<file path="src/rtl/t5_pkg.sv">
// Shared constants and types for the t5 pipeline: opcodes, funct3 codes, LSU state encoding.
package t5_pkg;

  localparam logic [4:0] OPC_LOAD  = 5'b00000;
  localparam logic [4:0] OPC_STORE = 5'b01000;

  localparam logic [2:0] FN3_B  = 3'b000;
  localparam logic [2:0] FN3_H  = 3'b001;
  localparam logic [2:0] FN3_W  = 3'b010;
  localparam logic [2:0] FN3_BU = 3'b100;
  localparam logic [2:0] FN3_HU = 3'b101;

  typedef enum logic [1:0] {
    LSU_IDLE = 2'd0,
    LSU_REQ  = 2'd1,
    LSU_DONE = 2'd2
  } lsu_state_t;

  typedef enum logic [1:0] {
    SZ_B = 2'd0,
    SZ_H = 2'd1,
    SZ_W = 2'd2
  } lsu_size_t;

  // Undefined funct3 codes fall through to word size.
  function automatic lsu_size_t fn3_size(input logic [2:0] fn3);
    case (fn3)
      FN3_B, FN3_BU: fn3_size = SZ_B;
      FN3_H, FN3_HU: fn3_size = SZ_H;
      default:       fn3_size = SZ_W;
    endcase
  endfunction

endpackage

</file>
<file path="src/rtl/t5_lsu_align.sv">
// Combinational byte-lane logic: store/load lane enables, misalign detect, load extract and extend.
module t5_lsu_align
  import t5_pkg::*;
#(
  parameter int XLEN = 32
) (
  input  logic [2:0]      fn3,
  input  logic [1:0]      off,
  output logic [3:0]      sel,
  output logic            mis,
  input  logic [2:0]      ld_fn3,
  input  logic [1:0]      ld_off,
  input  logic [XLEN-1:0] ld_raw,
  output logic [XLEN-1:0] ld_dat
);

  lsu_size_t       size;
  lsu_size_t       ld_size;
  logic [XLEN-1:0] lane;
  logic            sgn;

  assign size    = fn3_size(fn3);
  assign ld_size = fn3_size(ld_fn3);
  assign lane    = ld_raw >> {ld_off, 3'b000};
  assign sgn     = ~ld_fn3[2];

  // NOTE: every output of a combinational block gets a default first so no path can infer a latch.
  always_comb begin
    sel = 4'b1111;
    mis = 1'b0;
    case (size)
      SZ_B: sel = 4'b0001 << off;
      SZ_H: begin
        sel = off[1] ? 4'b1100 : 4'b0011;
        mis = off[0];
      end
      default: mis = |off;
    endcase
  end

  always_comb begin
    ld_dat = lane;
    case (ld_size)
      SZ_B:    ld_dat = {{(XLEN-8){lane[7] & sgn}}, lane[7:0]};
      SZ_H:    ld_dat = {{(XLEN-16){lane[15] & sgn}}, lane[15:0]};
      default: ld_dat = lane;
    endcase
  end

endmodule

</file>
<file path="src/rtl/t5_lsu.sv">
// Memory-stage load/store unit: one registered data-bus cycle per load/store, pipeline hold while busy.
module t5_lsu
  import t5_pkg::*;
#(
  parameter int XLEN = 32
) (
  input  logic            sclk,
  input  logic            srst_n,
  input  logic            sena,
  input  logic [XLEN-1:0] xbpc,
  input  logic [XLEN-1:0] xdat,
  input  logic [4:0]      xopc,
  input  logic [2:0]      xfn3,
  output logic [XLEN-1:0] dwb_adr_o,
  output logic [XLEN-1:0] dwb_dat_o,
  output logic [3:0]      dwb_sel_o,
  output logic            dwb_we_o,
  output logic            dwb_stb_o,
  output logic            dwb_cyc_o,
  input  logic [XLEN-1:0] dwb_dat_i,
  input  logic            dwb_ack_i,
  output logic            sstall,
  output logic [XLEN-1:0] mdat,
  output logic            mlod,
  output logic            mmis
);

  lsu_state_t      state;
  logic            is_load;
  logic            is_store;
  logic            memop;
  logic [3:0]      sel_c;
  logic            mis_c;
  logic [1:0]      off_q;
  logic [2:0]      fn3_q;
  logic [XLEN-1:0] ld_dat;

  assign is_load  = (xopc == OPC_LOAD);
  assign is_store = (xopc == OPC_STORE);
  assign memop    = is_load | is_store;

  // Lane/misalign decode uses the live execute address; extract uses the address latched at issue.
  t5_lsu_align #(.XLEN(XLEN)) u_align (
    .fn3    (xfn3),
    .off    (xbpc[1:0]),
    .sel    (sel_c),
    .mis    (mis_c),
    .ld_fn3 (fn3_q),
    .ld_off (off_q),
    .ld_raw (dwb_dat_i),
    .ld_dat (ld_dat)
  );

  assign dwb_cyc_o = dwb_stb_o;
  assign sstall    = ((state == LSU_IDLE) & memop) | (state == LSU_REQ);

  // NOTE: sequential state uses non-blocking assignments so every flop samples pre-edge values.
  always_ff @(posedge sclk or negedge srst_n) begin
    if (!srst_n) begin
      state     <= LSU_IDLE;
      dwb_adr_o <= '0;
      dwb_dat_o <= '0;
      dwb_sel_o <= '0;
      dwb_we_o  <= 1'b0;
      dwb_stb_o <= 1'b0;
      off_q     <= '0;
      fn3_q     <= '0;
      mdat      <= '0;
      mlod      <= 1'b0;
      mmis      <= 1'b0;
    end else begin
      mlod <= 1'b0;
      mmis <= 1'b0;
      case (state)
        LSU_IDLE: begin
          if (memop) begin
            if (mis_c) begin
              mmis  <= 1'b1;
              state <= LSU_DONE;
            end else begin
              dwb_adr_o <= {xbpc[XLEN-1:2], 2'b00};
              dwb_dat_o <= xdat;
              dwb_sel_o <= sel_c;
              dwb_we_o  <= is_store;
              dwb_stb_o <= 1'b1;
              off_q     <= xbpc[1:0];
              fn3_q     <= xfn3;
              state     <= LSU_REQ;
            end
          end
        end
        LSU_REQ: begin
          if (dwb_ack_i) begin
            dwb_stb_o <= 1'b0;
            state     <= LSU_DONE;
            if (!dwb_we_o) begin
              mdat <= ld_dat;
              mlod <= 1'b1;
            end
          end
        end
        LSU_DONE: begin
          // Wait for the pipeline to advance so a held instruction is not issued twice.
          if (sena) state <= LSU_IDLE;
        end
        default: state <= LSU_IDLE;
      endcase
    end
  end

endmodule

</file>
<file path="config.mk">
export PLATFORM = sky130hd
export DESIGN_NAME = t5_lsu
export DESIGN_NICKNAME = d
export VERILOG_FILES = /design/src/rtl/t5_pkg.sv /design/src/rtl/t5_lsu_align.sv /design/src/rtl/t5_lsu.sv
export SDC_FILE = /design/constraint.sdc
export NUM_CORES = 1
export LEC_CHECK = 0
export CAP_MARGIN = 20
export CORE_MARGIN = 2
export CORE_UTILIZATION = 40
export CTS_BUF_LIST = sky130_fd_sc_hd__clkbuf_8
export DETAILED_ROUTE_END_ITERATION = 8
export PLACE_DENSITY = 0.89
export SETUP_SLACK_MARGIN = 0.15
export SKIP_LAST_GASP = 1
export SLEW_MARGIN = 10
export SYNTH_ARGS = -nofsm -noshare
export SYNTH_HDL_FRONTEND = slang
export SYNTH_SLANG_ARGS = --single-unit
</file>
<file path="constraint.sdc">
create_clock -name sclk -period 1.55 [get_ports sclk]
set_input_delay 0.155 -clock sclk [delete_from_list [all_inputs] [get_ports sclk]]
set_output_delay 0.155 -clock sclk [all_outputs]
set_load 0.005 [all_outputs]
</file>
==> results by group <==
Status
  • Status: complete, but fails checks
  • Failing checks: setup timing

CTS
  • Worst skew pair latency: approximately 0.36 ns
  • CTS HTree Levels: 3
  • Reg clk slew, reported paths: roughly 0.10 ns
  • TritonCTS Buffers: 9
  • Clock Path Buffers: 2
  • Sink Count: ~110
  • CTS tree: yes
  • Clk root buf: clkbuf_8

Critical path
  • Crit path kind: flip-flop to flip-flop
  • CP max stage cell: dfrtp_1
  • CP arrival: approximately 1.9 ns
  • Worst path most repeated cell: buf_6
  • Reg-to-Reg End: dwb_adr_o[31]
  • R2r setup slk: -0.13 ns
  • CP top delay family: buffers and inverters
  • Critical path depth: 8
  • Buf+Inv Stages, Crit Path: 4
  • Startpoint Class: flip-flop
  • Slowest stage delay, CP: ~0.4 ns
  • Worst-path fanout max: 6
  • Required @ worst endpoint: between 1.5 and 2 ns
  • CP Cell Sequence: buf_6, nor2_4, nand2_2, nor2b_4, buf_12, buf_8, buf_6, mux2_4
  • Path depth of the worst reg2reg path: 8
  • Worst reg2reg path startpoint: state[1]
  • Nature of the critical path endpoint: flip-flop

Synth
  • Flops & latches, synth: roughly 110
  • Total of warnings raised by yosys: 0
  • Yosys top cell area share: between 50 and 60%
  • Synth Instances: 400
  • Register area share after synthesis: 53.0%
  • Syn Area/Cell: roughly 13 um^2
  • Mapped Area: 5140 um^2
  • Count of cell types in the netlist: between 40 and 50
  • Synth area leaders: dfrtp_1, mux2_4, nand3_1
  • Synth area leader: dfrtp_1

Cells and area
  • Fill count: 743
  • Share of post-route cells with drive strength above 1: 42.2%
  • Final Util: between 70 and 80%
  • N_diodes: 0
  • Area growth syn-to-layout: 77.9%
  • Nets: around 830

Detailed routing
  • Vias per Instance: approximately 5.1
  • First-pass detailed-route iteration total: 5
  • Total wire length: 18.5 mm
  • DRC: 0
  • Via count: 4,599
  • Detail Route Antenna Nets: 0
  • DRT iter0 DRCs: 299
  • Drt wl/cell: ~21 um

Global routing
  • Total grt overflow: 0
  • Vias in the first global route: approximately 5,000
  • Initial antenna violation count: 0
  • First-pass GRT wire length: about 28 mm
  • Total track usage: between 20% and 30%
  • Largest net degree at the start of global routing: 57

Floorplan
  • Die span in x: between 100 and 150 um
  • Starting density of the core: 40.9%
  • Rows: just over 40
  • # IOs: 214
  • Die ar.: roughly 14,000 um^2
  • Core area: approximately 13,000 um^2
  • Die height: between 100 and 150 um

STA
  • Fin Clk Skew: ~0.011 ns
  • Final setup margin: -0.132 ns
  • RSZ-0062 raised after global routing: yes
  • Final Max Slew Viols: 0
  • Period minus WS final: roughly 1.7 ns
  • Final Cycle Share: 108%
  • Hold violation total from the final report: 0
  • # setup viols final: 82
  • Achievable clock frequency: about 590 MHz

Run
  • # Max-Cap Violations: 0

Power and ir drop
  • Leakage power: 0.00453 uW
  • P per Cell Area: 1490 nW/um^2
  • VDD IR max: roughly 0.8 mV

Placed design
  • RePlAce Congestion: 0.890
  • Post-Place Worst Slack: -0.492 ns
  • DP HPWL: approximately 11 mm
  • PortBufs: about 210

Hold path
  • Hold Crit Class: primary input to flip-flop
  • Worst min-delay path endpoint: off_q[1]
  • Hold Path Origin: xbpc[1]
  • Hold Crit Depth: 3
[per-stage QoR]
stage          TNS (ns)  instance area [um^2]  power, uW  hold slack, ns  cells
2_1_floorplan         0                  5250       7230          -0.141    401
3_3_place_gp     -29.82                  7690      10500           0.181    800
3_5_place_dp     -36.17                  7690      10700           0.187    800
4_1_cts           -5.56                  8850      12900           0.264    883
5_1_grt          -12.77                  9150      14300           0.270    895
6_report          -7.14                  9150      13600           0.284    895
[power breakdown]
group | switching [uW] | internal (uW) | total, uW
registers | 860 | 4030 | 4890
clock network | 955 | 661 | 1620
logic | 2740 | 4350 | 7100
[registers in the layout, indices dropped and copies added (netlist names)]
signal	cells
mdat	32
dwb_sel_o	4
dwb_cyc_o	1
state	2
mlod	1
dwb_we_o	1
fn3_q	3
off_q	2
dwb_adr_o	30
mmis	1
dwb_dat_o	32
[metal layers]
layer	track usage [%]	vias to the layer above	share of wire (%)
met5	0	-	0
met4	10.7	0	4.0
met3	4.77	57	6.7
met2	45.2	273	51
met1	30.4	2258	38
li1	-	2011	-
[worst max path at each step]
stage	start	end	slack (ns)
3_5_place_dp	xopc[1]	dwb_dat_o[6]	-0.49
5_1_grt	state[1]	dwb_adr_o[31]	-0.19
6_report	state[1]	dwb_adr_o[31]	-0.13
3_3_place_gp	xopc[1]	dwb_dat_o[0]	-0.40
2_1_floorplan	state[1]	dwb_adr_o[10]	0.04
4_1_cts	state[1]	dwb_dat_o[26]	-0.11
[synthesized netlist by cell type (all sizes together)]
| master | instances |
|---|---|
| o22a | 1 |
| o21ai | 19 |
| nand2b | 1 |
| mux2 | 77 |
| inv | 4 |
| dfrtp | 109 |
| nor3b | 1 |
| o32ai | 1 |
| o2111ai | 1 |
| and2 | 7 |
| nand3b | 2 |
| or2b | 1 |
| nand2 | 28 |
| or2 | 5 |
| and3 | 1 |
| nor4 | 1 |
| nand3 | 33 |
| o31a | 1 |
| buf | 22 |
| nor3 | 1 |
| nor2 | 30 |
| or3 | 1 |
| nor2b | 4 |
| a21oi | 19 |
| mux2i | 16 |
| o21a | 2 |
| or4b | 1 |
| clkbuf | 6 |
| o22ai | 1 |
| xnor2 | 1 |
| o21bai | 1 |
| o2bb2ai | 1 |
| conb | 1 |
[kinds of logic after synthesis]
logic type      synth area share [%]
buf+inv                         5.23
flops                           53.0
simple gates                    11.3
other cells                   0.0729
mux                             24.9
xor+xnor                       0.170
compound gates                  5.23
[worst reg2reg max path: stages, from the launching register on]
cell and delay, ns:
dfrtp_1 0.40, buf_6 0.13, nor2_4 0.09, nand2_2 0.09
nor2b_4 0.15, buf_12 0.15, buf_8 0.12, buf_6 0.13
mux2_4 0.31
[area by class of cell]
cell class                 count  area (um^2)  share of cell area (%)
timing repair buffer         334         3400                    37.2
sequential                   109         2730                    29.8
multi-input combinational    260         2600                    28.4
tap                          172          215                    2.35
clock buffer                  11          151                    1.65
clock inverter                 5         27.5                   0.301
inverter                       4         22.5                   0.246
[repair_timing]
| item | CTS | global route |
|---|---|---|
| resized for setup | 223 | 57 |
| endpoints found under the hold margin | 109 | 0 |
| gates cloned | 10 | 0 |
| setup buffers | 56 | 12 |
| pin swaps | 35 | 28 |
| setup endpoints to repair | 198 | 116 |
| hold buffers | 1 | 0 |
[cell usage in the layout, fill, tap and decap left out, types with 3 or more instances in the layout]
cell type / n
o21ai_1: 8
clkbuf_8: 11
a21oi_1: 4
and2_1: 7
inv_1: 5
nand3_1: 7
nand2_4: 10
nand3_2: 23
dfrtp_1: 106
buf_4: 74
buf_6: 19
mux2i_4: 3
nand3_4: 3
buf_16: 7
mux2_2: 5
buf_8: 8
nor2_1: 27
buf_12: 13
mux2_4: 72
dlymetal6s2s_1: 9
a21oi_2: 15
dlygate4sd2_1: 100
o21ai_2: 9
nand2_1: 10
mux2i_1: 12
nand2_2: 8
dfrtp_2: 3
clkdlybuf4s50_1: 100
Power figures use the tool's default switching activity.
